<file path="config.mk">
export PLATFORM = sky130hd
export DESIGN_NAME = tx_ctrl
export DESIGN_NICKNAME = d
export VERILOG_FILES = /design/src/rtl/tx_ctrl.sv
export SDC_FILE = /design/constraint.sdc
export NUM_CORES = 1
export LEC_CHECK = 0
export ABC_CLOCK_PERIOD_IN_PS = 1400
export BUFFER_PORTS_ARGS = -buffer_cell sky130_fd_sc_hd__buf_2
export CORE_UTILIZATION = 41
export CTS_BUF_LIST = sky130_fd_sc_hd__clkbuf_8
export CTS_CLUSTER_SIZE = 30
export DETAILED_ROUTE_END_ITERATION = 10
export GPL_TIMING_DRIVEN = 0
export PLACE_DENSITY = 0.77
export SYNTH_ARGS = -nofsm -noshare
export SYNTH_HDL_FRONTEND = slang
export SYNTH_SLANG_ARGS = --single-unit
</file>
<file path="constraint.sdc">
create_clock -name clk -period 1.4 [get_ports clk]
set_input_delay 0.28 -clock clk [delete_from_list [all_inputs] [get_ports clk]]
set_output_delay 0.28 -clock clk [all_outputs]
set_load 0.005 [all_outputs]
</file>
<file path="src/rtl/tx_ctrl.sv">
// tx_ctrl: frame controller for the 8-bit TX shift register.
// Handshakes a byte in, loads the shift register and frames start/data/stop bits.
module tx_ctrl #(
    parameter int CLKS_PER_BIT = 10,
    parameter int STOP_BITS    = 1
) (
    input  logic       clk,
    input  logic       n_rst,
    input  logic       tx_req,
    input  logic [7:0] tx_data_in,
    output logic       tx_ack,
    output logic [7:0] tx_data,
    output logic       load_data,
    output logic       tx_enable,
    output logic       shift_strobe,
    input  logic       sr_out,
    output logic       serial_line,
    output logic       busy
);

    localparam int TW = $clog2(2 * CLKS_PER_BIT);

    // Last timer value of one bit, the value one cycle before it, and end of stop.
    localparam logic [TW-1:0] T_BIT_LAST  = TW'(CLKS_PER_BIT - 1);
    localparam logic [TW-1:0] T_PRE_LAST  = TW'(CLKS_PER_BIT - 2);
    localparam logic [TW-1:0] T_STOP_LAST = TW'(STOP_BITS * CLKS_PER_BIT - 1);

    typedef enum logic [2:0] {
        S_IDLE  = 3'd0,
        S_LOAD  = 3'd1,
        S_START = 3'd2,
        S_DATA  = 3'd3,
        S_STOP  = 3'd4
    } state_t;

    state_t          r_state;
    logic [TW-1:0]   r_tim;
    logic [2:0]      r_bit;
    logic [7:0]      r_tx_data;
    logic            r_load;
    logic            r_en;
    logic            r_strobe;
    logic            r_busy;
    logic            w_line;
    logic            w_ack;

    // Ack is combinational so the byte is accepted in the same IDLE cycle.
    assign w_ack = n_rst & tx_req & (r_state == S_IDLE);

    assign tx_ack       = w_ack;
    assign tx_data      = r_tx_data;
    assign load_data    = r_load;
    assign tx_enable    = r_en;
    assign shift_strobe = r_strobe;
    assign busy         = r_busy;
    assign serial_line  = w_line;

    // Frame sequencer; the strobe is pre-computed so it lands on the last bit cycle.
    always_ff @(posedge clk or negedge n_rst) begin
        if (!n_rst) begin
            r_state   <= S_IDLE;
            r_tim     <= '0;
            r_bit     <= '0;
            r_tx_data <= '0;
            r_load    <= 1'b0;
            r_en      <= 1'b0;
            r_strobe  <= 1'b0;
            r_busy    <= 1'b0;
        end else begin
            r_load   <= 1'b0;
            r_strobe <= 1'b0;
            case (r_state)
                S_IDLE: begin
                    if (tx_req) begin
                        r_tx_data <= tx_data_in;
                        r_state   <= S_LOAD;
                        r_load    <= 1'b1;
                        r_busy    <= 1'b1;
                        r_tim     <= '0;
                    end
                end
                S_LOAD: begin
                    r_state <= S_START;
                    r_tim   <= '0;
                end
                S_START: begin
                    if (r_tim == T_BIT_LAST) begin
                        r_state <= S_DATA;
                        r_tim   <= '0;
                        r_bit   <= '0;
                        r_en    <= 1'b1;
                    end else begin
                        r_tim <= r_tim + 1'b1;
                    end
                end
                S_DATA: begin
                    r_strobe <= (r_tim == T_PRE_LAST);
                    if (r_tim == T_BIT_LAST) begin
                        r_tim <= '0;
                        if (r_bit == 3'd7) begin
                            r_state <= S_STOP;
                            r_bit   <= '0;
                            r_en    <= 1'b0;
                        end else begin
                            r_bit <= r_bit + 1'b1;
                        end
                    end else begin
                        r_tim <= r_tim + 1'b1;
                    end
                end
                S_STOP: begin
                    if (r_tim == T_STOP_LAST) begin
                        r_state <= S_IDLE;
                        r_tim   <= '0;
                        r_busy  <= 1'b0;
                    end else begin
                        r_tim <= r_tim + 1'b1;
                    end
                end
                default: begin
                    r_state <= S_IDLE;
                    r_tim   <= '0;
                    r_bit   <= '0;
                    r_en    <= 1'b0;
                    r_busy  <= 1'b0;
                end
            endcase
        end
    end

    // Line mux: low start bit, shift register data, high otherwise.
    always_comb begin
        w_line = 1'b1;
        case (r_state)
            S_START: w_line = 1'b0;
            S_DATA:  w_line = sr_out;
            default: w_line = 1'b1;
        endcase
    end

endmodule

</file>
# After elaboration in Yosys (flattened, before gate mapping)

Index checks and enable logic that the tools add are counted.

Bits in registers: 23
Word-level logic and storage cells: 58
Output and inout port bits: 14
Bits of input ports: 12

Add/subtract/negate cells: 2
Equality and inequality tests: 12
Muxes and demuxes: 23
Reduce and logical (&&, ||, !) cells: 9
Bitwise operators: 4

Operator list:

| kind                                                            | count |
|---|---|
| 3-bit 2-to-1 mux                                                | 7 |
| 3-bit case mux with 5 select lines                              | 1 |
| 5-bit by 4-bit == test with 1-bit output, second input constant | 2 |
| 5-bit 2-to-1 mux                                                | 2 |
| 2-bit != test, second input constant                            | 5 |
| 5-bit case mux with 2 select lines                              | 1 |
| 3-bit case mux with 3 select lines                              | 1 |
| 3-bit OR reduction                                              | 3 |
| 1-bit 2-to-1 mux                                                | 8 |
| 3-bit by 2-bit == test with 1-bit output, second input constant | 2 |
| 3-bit == test, second input constant                            | 2 |
| 1-bit case mux with 3 select lines                              | 2 |
| 3-bit AND reduction                                             | 2 |
| 5-bit by 1-bit adder with 5-bit output, second input constant   | 1 |
| 5-bit AND reduction                                             | 1 |
| 4-bit AND reduction                                             | 1 |
| 3-bit by 1-bit adder with 3-bit output, second input constant   | 1 |
| 3-bit by 1-bit == test with 1-bit output, second input constant | 1 |
| 3-bit logical NOT                                               | 1 |
| 1-bit AND                                                       | 2 |
| 1-bit inverter                                                  | 2 |
| 1-bit case mux with 2 select lines                              | 1 |
| 2-bit AND reduction                                             | 1 |

# Logic depth before layout (Yosys ltp)

Depth after elaboration: 4
Gate-level depth with buffers: 6
Depth with buffers taken out: 6

# Least setup slack after synthesis

OpenSTA, ideal clock, no wires.

Kind: register to register
Start: register r_state[1]
End: register r_tx_data[0] (netlist: tx_data[0])
Required time: 1272 ps
Path buffers: 2
Arrival: 1328 ps
Setup slack: -55 ps
Stages on the path, launching flop included: 5
Path through: dfrtp_1 > buf_4 > nor4b_4 > buf_4 > mux2_1

Cells in the longest elaborated chain, start to end: 2

RTL lines:

| element                       | line | RTL |
|---|---|---|
| start, declared               | 36   | `state_t r_state;` |
| start signal, assigned        | 61   | `r_state <= S_IDLE;` |
| start signal, assigned        | 76   | `r_state <= S_LOAD;` |
| start signal, assigned        | 83   | `r_state <= S_START;` |
| 3-bit logical NOT             | 72   | `case (r_state)` |
| 2-bit AND reduction (no line) | n/a  |  |
| end signal, assigned          | 75   | `r_tx_data <= tx_data_in;` |
| end, declared                 | 39   | `logic [7:0] r_tx_data;` |

No other way between the ends.
A chain may end at the register's enable or synchronous reset.

# Worst setup path after layout

Start: register r_state[1]
End: output port tx_ack

Cells in the longest elaborated chain, start to end: 2

RTL lines:

| element           | line | RTL |
|---|---|---|
| 3-bit logical NOT | 48   | `assign w_ack = n_rst & tx_req & (r_state == S_IDLE);` |
| 1-bit AND         | 48   |  |
| end, declared     | 11   | `output logic tx_ack,` |

No other way between the ends.

==> metrics <==
kind of critical path=reg2out; Sequential Power Share=0.427; sw frac=0.3334; Top Ports=26; number of diodes=0; Wirelength per Cell=16.03 um; crit path cell chain=buf_6 -> nor4b_4 -> buf_6 -> and2_4 -> buf_6; core area=2545 um2; Clk pwr share=0.176; clock transition at the registers of the reported paths=80 ps; DRT Wirelength=2.774 mm; top cell type's share of synthesized area=0.5105; initial drt markers=13; worst skew pair latency=260 ps; crit end category=output port; post-cts hold buffer count=0; GRT overflow=0; Fin. Hold Viols=23; IO Port Bufs=25; maxcap violations=0; Critical Path Source Type=register; Int Power=1.547 mW; post-route minimum period=1761 ps; sequential share of the synthesized area=0.5105; Max-slew headroom=0.6450; GRT Overall Usage=0.1934; vias in the first global route=915; RSZ-0062 raised after global routing=true; initial antenna violation count=0; cell taking the most area after synthesis=dfrtp_1; CP dominant cell by count=buf_6; top_reg_cell synth=dfrtp_1; CP max stage delay=420 ps; share of layout cells above drive strength 1=0.5315; CTS Sinks=23; number of synthesized flops with an enable pin=0; H-tree levels=1; library cells used by synthesis=33; number of synthesis warnings=0; top cells by area, synth=dfrtp_1, mux2_1, ha_1, nand2_1, a22o_1; initial core utilization=0.4430; syn avg cell area=11.50 um2; Detail Route Antenna Nets=0; # rows=18; TritonCTS clock tree=built; delay-heaviest family, CP=flip-flops; Area Overhead vs Synth=41.07%; DP Area=1301 um2; Post-Syn Instances=98; DRC viols=0; Crit Path Max Fanout=2; Worst Max-Slew Pin Slew=532.4 ps; Min Hold Slack=-10.87 ps; largest net degree at the start of global routing=25; Buf+Inv Stages, Crit Path=3; Final Util=0.6249; P_leak=0.7699 nW; Synth Register Bits=23; final instance area=1590 um2; via count=929; setup ws final=-361.0 ps; most common cell after layout, fill and taps aside=buf_2; Comb pwr share=0.397; P_sw=0.7739 mW; status=finished, violations left; First-pass DRT Iterations=4; required time of the critical path=1120 ps; global-route wire length before repair=3.988 mm; Die H=54.44 um; Synth Cell Area=1127 um2; vias per cell=5.370; clk root buf=clkbuf_8; Setup Viol. Count Final=16; post-placement cell count=153; total CTS buffers=3; Clock Skew=5.019 ps; commonest non-fill, non-tap cells in the layout=buf_2, dfrtp_1, buf_4; Max clock buf depth=2; Syn Nets=115; fraction of registers with async set or reset after synthesis=1.000; Max Freq=0.5679 GHz; final max-slew violation count=0; peak supply drop=1.214 mV; worst hold-check path type=in2async; crit share post-route=1.258; Die Wd=54.44 um; routability cong.=0.7814; failing checks=negative hold slack, negative setup slack; die area=2963 um2; Cell Count, Final, Fillers Out=173; Layout Nets=161; Crit path arrival time=1480 ps; PwrDens=1460 nW/um2; slowest stage cell, crit path=dfrtp_1
## worst register-to-register path, cell delays in order, from the launching register on
cell and delay, ps:
dfrtp_1 420, buf_6 140, nor4b_4 290, buf_6 150, buf_4 130, buf_8 120, mux2_1 320
## path summary, 6_finish.rpt
path                               to  slack, ps  cells past startpoint           from
hold reg to reg              r_bit[0]        500                      1       r_bit[0]
min in group clk           tx_data[3]        240                      2  tx_data_in[3]
max in group asynchronous    r_tim[0]       1030                      1          n_rst
setup reg to reg           tx_data[3]       -270                      6     r_state[1]
hold / removal             r_state[1]        -10                      1          n_rst
setup / recovery               tx_ack       -360                      5     r_state[1]
## synth_stat cells (2+ instances only)
cell,count
dfrtp_1,23
nand2_1,11
mux2_1,7
nand3_1,7
nor2_1,7
ha_1,5
a22o_1,4
o21ai_0,4
a21o_1,2
buf_4,2
inv_1,2
nor3_1,2
o31ai_1,2
## what timing repair did
item,4_1_cts,5_1_grt
pin swaps,2,6
buffers inserted,9,8
endpoints found under the setup margin,19,20
resized for setup,10,22
cloned,0,1
## layer usage
metal | vias to the layer above | GRT usage | routed length, um
li1 | 443 | - | -
met5 | - | 0 | 0
met2 | 12 | 0.3496 | 1510
met3 | 4 | 0.05833 | 61
met4 | 0 | 0.05128 | 28
met1 | 470 | 0.2177 | 1173
## logic make-up after synthesis
| family | share of synthesized area |
|---|---|
| fa+ha+maj | 0.05549 |
| compound gates | 0.1176 |
| xor+xnor | 0.007771 |
| flops | 0.5105 |
| buf+inv | 0.03440 |
| mux | 0.07991 |
| simple gates | 0.1942 |
## state kept, by name, summed over array words and instances (netlist names)
signal        count
load_data         1
r_bit             3
shift_strobe      1
r_tim             5
tx_data           8
tx_enable         1
r_state           3
busy              1
## stage by stage
| stage | TNS [ps] | total power [mW] | setup WS [ps] |
|---|---|---|---|
| after detailed placement | -1354 | 1.668 | -157.1 |
| final | -3182 | 2.321 | -361.0 |
| after floorplan | -153.3 | 1.451 | -24.04 |
| after CTS | -1943 | 2.151 | -333.7 |
| after global routing | -3995 | 2.479 | -414.5 |
| after global placement | -1059 | 1.628 | -136.1 |
## layout make-up
class | count | area, um2
tap | 30 | 37.54
fill | 190 | 954.7
buffer | 4 | 38.79
clock buffer | 3 | 41.29
timing repair buffer | 41 | 280.3
sequential | 23 | 578.1
inverter | 2 | 7.507
multi-input combinational | 69 | 601.8
clock inverter | 1 | 5.005
## power by group through the flow
stage	clock (mW)	combinational (mW)	sequential [mW]
2_1_floorplan	0	0.466	0.986
4_1_cts	0.414	0.756	0.981
6_report	0.409	0.921	0.992
5_1_grt	0.448	1.01	1.02
3_3_place_gp	0	0.630	0.997
3_5_place_dp	0	0.651	1.02
Note: power is estimated with default switching activity, not from simulation.
